`config.mk`:
```
export PLATFORM = sky130hd
export DESIGN_NAME = mdio_master
export DESIGN_NICKNAME = d
export VERILOG_FILES = /design/src/rtl/mdio_master.sv
export SDC_FILE = /design/constraint.sdc
export NUM_CORES = 1
export LEC_CHECK = 0
export CAP_MARGIN = 20
export CORE_AREA = 2 2 116 118
export CTS_CLUSTER_DIAMETER = 150
export DETAILED_ROUTE_END_ITERATION = 6
export DIE_AREA = 0 0 118 120
export PLACE_DENSITY = 0.54
export SYNTH_ARGS = -nofsm -noshare
export SYNTH_HDL_FRONTEND = slang
export SYNTH_SLANG_ARGS = --single-unit
```
`constraint.sdc`:
```
create_clock -name clk -period 7.2 [get_ports clk]
set_input_delay 0.72 -clock clk [delete_from_list [all_inputs] [get_ports clk]]
set_output_delay 0.72 -clock clk [all_outputs]
set_load 0.01 [all_outputs]
```
`src/rtl/mdio_master.sv`:
```
// Clause-22 MDIO management master: divides clk down to MDC and shifts out
// one 64-bit read or write frame per accepted request.
module mdio_master #(
  parameter int CLK_DIV = 10
) (
  input  logic        clk,
  input  logic        rst,
  input  logic        req_valid,
  output logic        req_ready,
  input  logic        req_write,
  input  logic [4:0]  req_phy,
  input  logic [4:0]  req_reg,
  input  logic [15:0] req_wdata,
  output logic        rsp_valid,
  output logic [15:0] rsp_rdata,
  output logic        rsp_err,
  output logic        busy,
  output logic        eth_mdc,
  output logic        mdio_o,
  output logic        mdio_oe,
  input  logic        mdio_i
);

  localparam int CW = (CLK_DIV > 1) ? $clog2(CLK_DIV) : 1;
  localparam logic [CW-1:0] DIV_MAX = CW'(CLK_DIV - 1);

  typedef enum logic [2:0] {
    S_IDLE,
    S_PREAMBLE,
    S_START,
    S_OPCODE,
    S_PHY_ADDR,
    S_REG_ADDR,
    S_TA,
    S_DATA
  } state_t;

  state_t          r_state;
  state_t          w_state_nxt;
  logic [CW-1:0]   r_div;
  logic            r_mdc;
  logic [5:0]      r_bit;
  logic [63:0]     r_frame;
  logic            r_write;
  logic            r_mdio_o;
  logic            r_mdio_oe;
  logic [15:0]     r_shift;
  logic [15:0]     r_rdata;
  logic            r_ta_err;
  logic            r_err;
  logic            r_rsp_valid;

  logic            w_accept;
  logic            w_tick;
  logic            w_rise;
  logic            w_fall;
  logic            w_last;
  logic [5:0]      w_nxt_idx;
  logic [63:0]     w_frame;

  // Ready is withheld during the response cycle so back-to-back accepts
  // land one cycle after rsp_valid.
  assign req_ready = (r_state == S_IDLE) && !r_rsp_valid;
  assign busy      = (r_state != S_IDLE);
  assign w_accept  = req_valid && req_ready;

  assign w_tick    = (r_div == DIV_MAX);
  assign w_rise    = busy && w_tick && !r_mdc;
  assign w_fall    = busy && w_tick && r_mdc;
  assign w_last    = w_fall && (r_bit == 6'd63);
  assign w_nxt_idx = 6'd62 - r_bit;

  // Frame bit n lives at index 63-n; read frames carry 1s where the PHY drives.
  assign w_frame = {32'hFFFF_FFFF, 2'b01,
                    req_write ? 2'b01 : 2'b10,
                    req_phy, req_reg,
                    req_write ? 2'b10 : 2'b11,
                    req_write ? req_wdata : 16'hFFFF};

  assign eth_mdc   = r_mdc;
  assign mdio_o    = r_mdio_o;
  assign mdio_oe   = r_mdio_oe;
  assign rsp_valid = r_rsp_valid;
  assign rsp_rdata = r_rdata;
  assign rsp_err   = r_err;

  // State register.
  always_ff @(posedge clk) begin
    if (!rst) r_state <= S_IDLE;
    else      r_state <= w_state_nxt;
  end

  // Next-state: field boundaries are crossed on the MDC falling edge that ends
  // the last bit of each field.
  always_comb begin
    w_state_nxt = r_state;
    case (r_state)
      S_IDLE:     if (w_accept)                    w_state_nxt = S_PREAMBLE;
      S_PREAMBLE: if (w_fall && r_bit == 6'd31)    w_state_nxt = S_START;
      S_START:    if (w_fall && r_bit == 6'd33)    w_state_nxt = S_OPCODE;
      S_OPCODE:   if (w_fall && r_bit == 6'd35)    w_state_nxt = S_PHY_ADDR;
      S_PHY_ADDR: if (w_fall && r_bit == 6'd40)    w_state_nxt = S_REG_ADDR;
      S_REG_ADDR: if (w_fall && r_bit == 6'd45)    w_state_nxt = S_TA;
      S_TA:       if (w_fall && r_bit == 6'd47)    w_state_nxt = S_DATA;
      S_DATA:     if (w_last)                      w_state_nxt = S_IDLE;
      default:                                     w_state_nxt = S_IDLE;
    endcase
  end

  // Divider, MDC, serializer, read capture and response registers.
  always_ff @(posedge clk) begin
    if (!rst) begin
      r_div       <= '0;
      r_mdc       <= 1'b0;
      r_bit       <= '0;
      r_frame     <= '0;
      r_write     <= 1'b0;
      r_mdio_o    <= 1'b1;
      r_mdio_oe   <= 1'b0;
      r_shift     <= '0;
      r_rdata     <= '0;
      r_ta_err    <= 1'b0;
      r_err       <= 1'b0;
      r_rsp_valid <= 1'b0;
    end else begin
      r_rsp_valid <= 1'b0;
      if (w_accept) begin
        r_frame   <= w_frame;
        r_write   <= req_write;
        r_bit     <= '0;
        r_div     <= '0;
        r_mdc     <= 1'b0;
        r_mdio_o  <= w_frame[63];
        r_mdio_oe <= 1'b1;
        r_ta_err  <= 1'b0;
      end else if (busy) begin
        r_div <= w_tick ? '0 : r_div + 1'b1;
        if (w_tick) r_mdc <= ~r_mdc;
        if (w_rise) begin
          if (r_state == S_TA && r_bit[0]) r_ta_err <= mdio_i;
          if (r_state == S_DATA)           r_shift  <= {r_shift[14:0], mdio_i};
        end
        if (w_last) begin
          r_mdio_o    <= 1'b1;
          r_mdio_oe   <= 1'b0;
          r_rsp_valid <= 1'b1;
          r_err       <= !r_write && r_ta_err;
          if (!r_write) r_rdata <= r_shift;
        end else if (w_fall) begin
          r_bit     <= r_bit + 1'b1;
          r_mdio_o  <= r_frame[w_nxt_idx];
          // Reads release the line from the first turnaround bit onward.
          r_mdio_oe <= r_write || (r_bit < 6'd45);
        end
      end
    end
  end

endmodule

```
After elaboration in Yosys (flattened, before gate mapping):

Cells that the tools add are included.
Widths: inputs -> output; s select.

* register bits: 83
* latch bits: 0
* memory bits (writable): 0
* memory bits (read-only): 0
* input bits: 31
* output and inout port bits: 23
* memories kept: 0

* add/subtract/negate cells: 3
* multipliers: 0
* div/mod/pow operators: 0
* $lt $le $gt $ge: 2
* eq/ne operators: 23
* shift operators: 0
* mux-type cells: 22
* bitwise operators: 6
* reduce and logical (&&, ||, !) cells: 34

Operator list (count)
* $eq 6x6->1 const B: 6
* $mux 3: 8
* $pmux 3 s8: 1
* $mux 16: 1
* $ne 2x2->1 const B: 8
* $logic_and 1x1->1: 14
* $eq 3x3->1 const B: 4
* $mux 1: 9
* $reduce_and 3->1: 3
* $reduce_and 4->1: 2
* $reduce_and 8->1: 1
* $lt 6x7->1 const B: 1
* $add 6x1->6 const B: 1
* $bmux 1 s6: 1
* $eq 3x2->1 const B: 2
* $eq 6x5->1 const B: 1
* $lt 6x6->1 const B: 1
* $not 1->1: 6
* $reduce_and 2->1: 3
* $reduce_bool 3->1: 2
* $sub 6x6->6 const A: 1
* $add 4x1->4 const B: 1
* $eq 4x4->1 const B: 1
* $mux 4: 1
* other kinds (8): 11

Logic depth before layout (Yosys ltp):

* depth in word-level cells: 7
* mapped depth: 11
* depth with buffers taken out: 8

Worst setup path before layout:

OpenSTA, ideal clock, no wires.

* path kind: register to register
* start: register r_bit[0]
* end: register r_mdio_o, in the netlist mdio_o
* setup time: 0.124 ns
* arrival time: 2.452 ns
* required time: 7.076 ns
* slack: 4.625 ns
* stages on the path, launching flop included: 11
* cells stage by stage: dfxtp_1 > clkbuf_1 > buf_2 > inv_1 > ha_1 > clkbuf_1 > mux4_2 > mux2i_1 > nor3_1 > nor4_1 > a21oi_1

* longest elaborated chain between the ends: 5

RTL lines
* from (decl): RTL line 42 `logic [5:0] r_bit;`
* from (signal assigned): RTL line 150 `r_bit <= r_bit + 1'b1;`
* $sub 6x6->6: RTL line 71 `assign w_nxt_idx = 6'd62 - r_bit;`
* $bmux 1 s6: RTL line 151 `r_mdio_o <= r_frame[w_nxt_idx];`
* $mux 1 (implied by the code): RTL line 151
* $mux 1: RTL line 149 `end else if (w_fall) begin`
* $mux 1: RTL line 143 `if (w_last) begin`
* to (signal assigned): RTL line 133 `r_mdio_o <= w_frame[63];`
* to (signal assigned): RTL line 151
* to (decl): RTL line 45 `logic r_mdio_o;`

Parallel ways exist; a longest one is shown, timed or not. The select of a mux whose other input is x is not followed.
A chain may end at the register's enable or synchronous reset.

Final worst setup path:

Same ends and word-level chain as after synthesis.

==> run metrics <==
outcome=finished clean; Starting Density=29.1%; clock transition at the registers of the reported paths=0.06 ns; Multi-input gate area=2010 um2; #FFs+latches synth=80; crit start category=flop; P_leak=0.00181 uW; core area=13000 um2; Reg2Reg Setup Slack=4.38 ns; fin cells=621; register share of total power=46.9%; worst r2r path cells=7; post-DP HPWL=5.35 mm; Hold Path Class=flop to flop; post-synthesis compound-gate area fraction=15.0%; layout cells sized above 1=7.64%; Post-Synth Adder-Cell Area=1.65%; commonest non-fill, non-tap cell in the layout=dfxtp_1; max-cap violation count=0; pwr dens=211 nW/um2; Slew Limit Fails=0; DR DRC count=0; largest family of logic cells by synthesized area=simple AND/OR/NAND/NOR gates; Least-Margin Pin Slew=1.01 ns; post-CTS resize count=0; Starting DRT DRC Count=104; Synth Area in XOR/XNOR=2.55%; TritonCTS clock tree=built; Final WS setup=4.38 ns; Sw Pwr=220 uW; Detail Route Antenna Nets=0; maximum clock frequency=355 MHz; top-area cell type share of the netlist area=42.3%; WL/cell=12.8 um; synthesized area per cell=9.32 um2; Cell Area, Synth=3780 um2; Critical Path Sink Type=flop; Switching Share=22.2%; clock power share=46.4%; P_int=773 uW; ys async rst share=0%; FF/Latch Area=1600 um2; Syn Nets=442; area grow syn2layout=24.6%; total number of vias=2896; CTS root buf=clkbuf_16; commonest cells after routing, fill and taps aside=80 x dfxtp_1, 68 x nand2_1, 52 x clkdlybuf4s50_1; FILL cells=1323; fin nets=476; input/output buffers=53; mux contribution to synthesized area=9.49%; Remaining Overflow, GRT=0; Post-synth EDFFs=0; max_slew headroom=32.4%; simple-gate area share of the yosys netlist=24.3%; post-CTS setup buffers=0; Final Critical Period=2.82 ns; CP Max Fanout=17; pre-CTS setup slack=4.05 ns; Max Root-Sink Buffers=2; Main synth FF type=dfxtp_1; Worst R2R End=mdio_o; Pre-antenna DRT Iters=4; # clock sinks=80; period utilization=39.1%; chip width=118 um; Seq/Total Area, Yosys=42.3%; crit path to=mdio_o; main area contributors after synthesis=dfxtp_1 42%, nand2_1 6.7%, mux2i_1 5.8%; CP peak stage delay=0.83 ns; Comb power frac=6.8%; Total Neg Setup Slack=0 ns; H-Tree Level Count=3; leading area contributor after synthesis=dfxtp_1; number of core rows=42; global-route wire length before repair=13.5 mm; Overall Global Routing Usage=11.9%; crit-path cells=inv_1, ha_1, mux4_2, mux2i_1, nor3_1, nor4_1, a21oi_1; crit path DAT=3.03 ns; synth unique cells=54; Worst Path Required=7.42 ns; gpl congestion=0.750; n_diodes=0; skew final=0.00623 ns; placed cell count=604; Finish-stage setup viols=0; Crit-path slowest cell=dfxtp_1; YS warnings=0; Die Y=120 um; critical path class=flop to flop; Synth Instances=406; initial antenna violation count=0; crit path from=r_bit[0]; r2r startpoint=r_bit[0]; vias in the first global route=2782; DIE AREA=14200 um2; Worst VDD drop=0.104 mV; RSZ-0062 raised after global routing=no; drt total wl=7.93 mm; Via-to-Cell Ratio=4.66; pin count of the biggest net entering global routing=71; Final Hold Vio Count=0; # IOs=54; clock latency on the worst-skew pair=0.33 ns; hold buffer count at CTS=0; total CTS buffers=9
[worst min-delay path by stage]
stage / cells after the start / start / endpoint
after floorplan: 2 / r_shift[15] / rsp_rdata[15]
after global placement: 2 / rsp_rdata[15] / rsp_rdata[15]
after detailed placement: 2 / rsp_rdata[15] / rsp_rdata[15]
after CTS: 2 / rsp_rdata[15] / rsp_rdata[15]
after global routing: 2 / rsp_rdata[15] / rsp_rdata[15]
final: 2 / rsp_rdata[15] / rsp_rdata[15]
[state kept, by name, summed over array words and instances (netlist names)]
name	cells
r_state	3
r_bit	6
r_ta_err	1
eth_mdc	1
rsp_rdata	16
mdio_oe	1
rsp_err	1
r_frame	29
mdio_o	1
r_shift	16
rsp_valid	1
r_div	4
[through the flow]
stage | hold WS (ns) | utilization, % | area (um2) | total power (uW)
after floorplan | 0.430 | - | 3780 | 514
after global placement | 0.444 | 33.7 | 4380 | 542
after detailed placement | 0.444 | 33.8 | 4390 | 543
after CTS | 0.453 | 36.2 | 4690 | 1010
after global routing | 0.472 | 36.3 | 4710 | 1030
final | 0.450 | 36.3 | 4710 | 993
[logic make-up after synthesis]
family / count (synthesis)
and+or+nand+nor: 171
DFF: 80
AOI/OAI and AO/OA: 75
buffers and inverters: 36
muxes: 28
xor gates and xnor gates: 11
adders and majority gates: 5
[final cells by class]
type	instances	area share [%]
clock buffer	12	5.23
clock inverter	4	1.14
inverter	4	0.372
multi-input combinational	290	42.7
sequential	80	34.0
tap	176	4.67
timing repair buffer	55	11.9
[power by group through the flow]
stage,combinational (uW),sequential [uW],clock (uW)
2_1_floorplan,42.6,472,0
3_3_place_gp,66.9,475,0
3_5_place_dp,67.7,475,0
4_1_cts,67.9,465,474
5_1_grt,75.1,467,493
6_report,67.4,465,460
[synthesized netlist by cell type, drive strengths merged (3+ instances only)]
library cell / number
a21boi: 29
mux2i: 22
nand3: 9
nor3b: 4
o211a: 16
ha: 5
mux4: 6
nand4b: 3
nand3b: 18
inv: 4
xnor2: 5
buf: 15
nor2b: 22
nor3: 6
o21ai: 11
dfxtp: 80
nand2b: 3
clkbuf: 17
nand2: 68
xor2: 6
nor2: 21
a21oi: 9
[per-layer routing]
| layer | share of wire [%] | GRT usage (%) | wire length [um] |
|---|---|---|---|
| met1 | 50 | 15.4 | 3930 |
| met2 | 45 | 18.7 | 3550 |
| met3 | 4.7 | 3.99 | 369 |
| met4 | 1.0 | 3.84 | 80 |
| met5 | 0 | 0 | 0 |
[critical path, delay by kind of cell, from the launching register on]
kind	cells	cell delay, ns
multiplexers	2	0.53
AND/OR/NAND/NOR	2	0.37
adder cells (fa/ha/maj)	1	0.64
buffers and inverters	1	0.22
AO/OA/AOI/OAI	1	0.10
flip-flops	1	0.83
Note: power is estimated with default switching activity, not from simulation.
